==> config.mk <==
export PLATFORM = sky130hd
export DESIGN_NAME = regfile_port_master
export DESIGN_NICKNAME = d
export VERILOG_FILES = /design/src/rtl/regfile_port_master.sv
export SDC_FILE = /design/constraint.sdc
export NUM_CORES = 1
export LEC_CHECK = 0
export CAP_MARGIN = 20
export CORE_MARGIN = 10
export CORE_UTILIZATION = 46
export CTS_CLUSTER_DIAMETER = 60
export CTS_CLUSTER_SIZE = 8
export DETAILED_ROUTE_END_ITERATION = 10
export PLACE_DENSITY = 0.84
export SYNTH_ARGS = -nofsm -noshare
export SYNTH_HDL_FRONTEND = slang
export SYNTH_SLANG_ARGS = --single-unit
==> constraint.sdc <==
create_clock -name clk -period 2.6 [get_ports clk]
set_input_delay 0.65 -clock clk [delete_from_list [all_inputs] [get_ports clk]]
set_output_delay 0.65 -clock clk [all_outputs]
set_load 0.1 [all_outputs]
==> src/rtl/regfile_port_master.sv <==
// Command-driven master for a small register file: sequences one write port and two
// combinational read ports from write/read/dual-read/copy commands, returning reads on a response channel.
module regfile_port_master #(
   parameter int DATA_W = 8,
   parameter int ADDR_W = 2
) (
   input  logic              clk,
   input  logic              rst_n,
   input  logic              cmd_valid,
   output logic              cmd_ready,
   input  logic [1:0]        cmd_op,
   input  logic [ADDR_W-1:0] cmd_addr_a,
   input  logic [ADDR_W-1:0] cmd_addr_b,
   input  logic [DATA_W-1:0] cmd_data,
   output logic              rsp_valid,
   input  logic              rsp_ready,
   output logic [DATA_W-1:0] rsp_data_a,
   output logic [DATA_W-1:0] rsp_data_b,
   output logic              busy,
   output logic [7:0]        done_cnt,
   output logic              rf_we,
   output logic [ADDR_W-1:0] rf_wr_addr,
   output logic [DATA_W-1:0] rf_wr_data,
   output logic [ADDR_W-1:0] rf_rd_addr1,
   output logic [ADDR_W-1:0] rf_rd_addr2,
   input  logic [DATA_W-1:0] rf_rd_data1,
   input  logic [DATA_W-1:0] rf_rd_data2
);

   localparam logic [1:0] OP_WRITE = 2'b00;
   localparam logic [1:0] OP_READ  = 2'b01;
   localparam logic [1:0] OP_COPY  = 2'b11;

   typedef enum logic [2:0] {
      S_IDLE,
      S_WRITE,
      S_READ,
      S_COPY_RD,
      S_COPY_WR,
      S_RESP
   } state_t;

   state_t              r_state;
   logic [DATA_W-1:0]   r_rsp_data_a;
   logic [DATA_W-1:0]   r_rsp_data_b;
   logic [ADDR_W-1:0]   r_wr_addr;
   logic [DATA_W-1:0]   r_wr_data;
   logic [ADDR_W-1:0]   r_rd_addr1;
   logic [ADDR_W-1:0]   r_rd_addr2;
   logic [7:0]          r_done_cnt;
   logic                w_idle;
   logic                w_wr_state;

   assign w_idle     = (r_state == S_IDLE);
   assign w_wr_state = (r_state == S_WRITE) || (r_state == S_COPY_WR);

   // Both handshake-facing strobes are masked by reset so nothing is accepted or committed while it is low.
   assign cmd_ready   = rst_n & w_idle;
   assign rf_we       = rst_n & w_wr_state;
   assign rsp_valid   = (r_state == S_RESP);
   assign busy        = !w_idle;
   assign rsp_data_a  = r_rsp_data_a;
   assign rsp_data_b  = r_rsp_data_b;
   assign done_cnt    = r_done_cnt;
   assign rf_wr_addr  = r_wr_addr;
   assign rf_wr_data  = r_wr_data;
   assign rf_rd_addr1 = r_rd_addr1;
   assign rf_rd_addr2 = r_rd_addr2;

   always_ff @(posedge clk) begin
      if (!rst_n) begin
         r_state      <= S_IDLE;
         r_rsp_data_a <= '0;
         r_rsp_data_b <= '0;
         r_wr_addr    <= '0;
         r_wr_data    <= '0;
         r_rd_addr1   <= '0;
         r_rd_addr2   <= '0;
         r_done_cnt   <= '0;
      end else begin
         case (r_state)
            S_IDLE: begin
               if (cmd_valid) begin
                  r_rd_addr1 <= cmd_addr_a;
                  r_rd_addr2 <= (cmd_op == OP_READ) ? cmd_addr_a : cmd_addr_b;
                  if (cmd_op == OP_WRITE) begin
                     r_wr_addr <= cmd_addr_a;
                     r_wr_data <= cmd_data;
                     r_state   <= S_WRITE;
                  end else if (cmd_op == OP_COPY) begin
                     r_state   <= S_COPY_RD;
                  end else begin
                     r_state   <= S_READ;
                  end
               end
            end
            S_WRITE: begin
               r_done_cnt <= r_done_cnt + 8'd1;
               r_state    <= S_IDLE;
            end
            S_READ: begin
               r_rsp_data_a <= rf_rd_data1;
               r_rsp_data_b <= rf_rd_data2;
               r_state      <= S_RESP;
            end
            S_COPY_RD: begin
               // Read port 2 already points at the destination, so its old value is reported too.
               r_rsp_data_a <= rf_rd_data1;
               r_rsp_data_b <= rf_rd_data2;
               r_wr_addr    <= r_rd_addr2;
               r_wr_data    <= rf_rd_data1;
               r_state      <= S_COPY_WR;
            end
            S_COPY_WR: begin
               r_state <= S_RESP;
            end
            S_RESP: begin
               if (rsp_ready) begin
                  r_done_cnt <= r_done_cnt + 8'd1;
                  r_state    <= S_IDLE;
               end
            end
            default: r_state <= S_IDLE;
         endcase
      end
   end

endmodule

==> summary.md <==
| Metric | Value |
|---|---|
| Outcome | completed |
| Setup_tns | 0 ns |
| Hold Buf Count CTS | 0 |
| Fraction of layout cells with a size suffix above 1 | 0.2199 |
| Post-Synthesis Cells | 209 |
| I/O pin count | 76 |
| Post-Syn Nets | 246 |
| Most frequent cells after synthesis | 41 x dfxtp_1, 38 x nand2_1, 23 x a21oi_1, 17 x mux2i_1, 16 x nor2_1 |
| Max-slew headroom | 0.4844 |
| Crit start category | input port |
| Avg WL per Cell | 16.10 µm |
| Critical path data required time | 1.95 ns |
| Hold Crit Class | register to register |
| Worst hold path startpoint | rsp_data_b[1] |
| Max clock buf depth | 2 |
| Worst Hold End | rsp_data_b[1] |
| Largest net degree at the start of global routing | 25 |
| Library cells used by synthesis | 34 |
| CTS root buf | clkbuf_8 |
| Post-synth EDFFs | 0 |
| Most frequently used flop master after synthesis | dfxtp_1 |
| Ys async rst share | 0 |
| Area Overhead vs Synth | 46.85% |
| Setup Buffers After CTS | 0 |
| Max Freq | 0.4229 GHz |
| Hold depth | 2 |
| IO buf count | 75 |
| Peak VDD IR | 499.6 µV |
| Hold WS | 0.4620 ns |
| # DRC | 0 |
| Row Count | 22 |
| Post-route ant nets | 0 |
| GR Overflow Total | 0 |
| Starting Density | 0.4886 |
| Core ar. | 0.003744 mm² |
| Count leader, synth | dfxtp_1 |
| Reg area | 820.8 µm² |
| Crit path max fanout | 4 |
| Vias in the first global route | 1,693 |
| Area leader, netlist | dfxtp_1 |
| Kind of critical path | input port to output port |
| # H-tree levels | 2 |
| Post-DP HPWL | 4.087 mm |
| Die Wd | 83.06 µm |
| Gpl congestion | 0.7609 |
| Leading post-synthesis cells by cell area | dfxtp_1 45%, mux2i_1 9.3%, nand2_1 7.8%, a21oi_1 6.3%, a221oi_1 4.8% |
| Reg2reg end | rf_wr_data[1] |
| Die area | 0.006899 mm² |
| Cts bufs inserted | 5 |
| Crit. Startpoint | rst_n |
| Crit Reg-Reg Startpoint | r_state[1] |
| Clock Latency Late Sink | 0.29 ns |
| Power Dens Cells | 681.6 mW/mm² |
| CTS tree | built |
| Vias | 1,776 |
| Synth Cell Area | 0.001829 mm² |
| Register bit total from synthesis | 41 |
| Die Y | 83.06 µm |
| Synth top area share | 0.4487 |
| Tmin final | 2.364 ns |
| Final WL | 5.312 mm |
| R2R setup slack | 0.75 ns |
| Critical Path AT | 1.71 ns |
| Tightest Pin Transition | 0.7734 ns |
| Syn_area_per_cell | 8.752 µm² |
| Register area share after synthesis | 0.4487 |
| CTS sink cnt | 41 |
| Post-CTS Resized | 0 |
| Vias per cell | 5.382 |
| ANT cells | 0 |
| Synth warn | 0 |
| Endpoint type of the worst setup path | output port |
| RSZ-0062 raised after global routing | false |
| Final Hold Fails | 0 |
| Area of the multi-input gates | 925.9 µm² |
| Clk_skew | 0.006523 ns |
| First-pass GRT wire length | 8.466 mm |
| Final setup viols | 0 |
| Leak | 1.122 nW |
| First-pass DRT Iterations | 4 |
| Tot GR Track Use | 0.1436 |
| Max Cap Viol | 0 |
| Worst-case reg-to-reg path depth | 4 |
| Worst-path clk slew | 0.07 ns |
| Fillcell total | 294 |
| Final period util | 0.9094 |
| Initial antenna violation count | 0 |
| Final nets | 318 |
| Final Max Slew Viols | 0 |
| Iter 0 DRT Violations | 103 |
-- cell type report --
class                      instances  area share
multi-input combinational        146      0.3447
sequential                        41      0.3055
clock inverter                     1     0.01118
timing repair buffer              81      0.2757
clock buffer                       7     0.03214
tap                               48     0.02236
inverter                           6    0.008384
-- layer usage --
metal | track usage | part of all wire | vias to the layer above
met2 | 0.2277 | 0.47 | 71
met1 | 0.1753 | 0.43 | 821
met5 | 0 | 0 | -
met4 | 0.06000 | 0.021 | 0
met3 | 0.04297 | 0.081 | 11
li1 | - | - | 873
-- report_power, final --
group,leakage [nW],total (mW),internal (mW),switching [mW]
clock network,0.0585,0.522,0.313,0.209
logic,0.730,0.608,0.180,0.428
registers,0.334,0.702,0.666,0.0355
-- placed cells by master, fill, tap and decap left out, types with 4 or more instances in the layout --
cell type        count
buf_4               44
dfxtp_1             41
nand2_1             38
clkdlybuf4s50_1     33
a21oi_1             23
mux2i_1             17
nor2_1              14
a221oi_1            10
inv_1                6
clkbuf_8             6
nand2b_1             5
buf_12               4
-- through the flow --
| stage | util | instance area [µm²] | setup WS [ns] | total power [mW] | instances |
|---|---|---|---|---|---|
| 5_1_grt | 0.7176 | 2686 | 0.1721 | 1.901 | 330 |
| 4_1_cts | 0.7176 | 2686 | 0.2275 | 1.849 | 330 |
| 3_5_place_dp | 0.6865 | 2570 | 0.06010 | 1.327 | 322 |
| 6_report | 0.7176 | 2686 | 0.2356 | 1.831 | 330 |
| 3_3_place_gp | 0.6865 | 2570 | 0.1848 | 1.317 | 322 |
| 2_1_floorplan | - | 1851 | -0.03500 | 1.150 | 209 |
-- flip-flops by register name, summed over array words and instances, names as in the netlist --
name / count
r_state: 3
done_cnt: 8
rsp_data_b: 8
rf_rd_addr1: 2
rf_rd_addr2: 2
rsp_data_a: 8
rf_wr_data: 8
rf_wr_addr: 2
-- worst max-delay path, cell delays in order --
cell	delay, ns
clkdlybuf4s50_1	0.47
inv_1	0.12
nor3_4	0.25
buf_12	0.21
-- cell families (layout without fill, tap and decap cells) --
family	count (synthesis)	count (layout)	synth area share
AND/OR/NAND/NOR	81	81	0.2216
AO/OA/AOI/OAI	44	44	0.1546
flip-flops	41	41	0.4487
buffers and inverters	22	95	0.05677
multiplexers	17	17	0.09302
adder cells (fa/ha/maj)	3	3	0.02052
XOR/XNOR	1	1	0.004789
-- how the worst max path moves through the flow --
stage / endpoint / slack, ns / cells past startpoint
global placement: rf_wr_data[0] / 0.18 / 6
CTS: rf_we / 0.23 / 4
global route: rf_wr_addr[0] / 0.17 / 6
finish: rf_we / 0.24 / 4
floorplan: rf_we / -0.03 / 4
detailed placement: rf_wr_addr[0] / 0.06 / 6
Note: power is estimated with default switching activity, not from simulation.
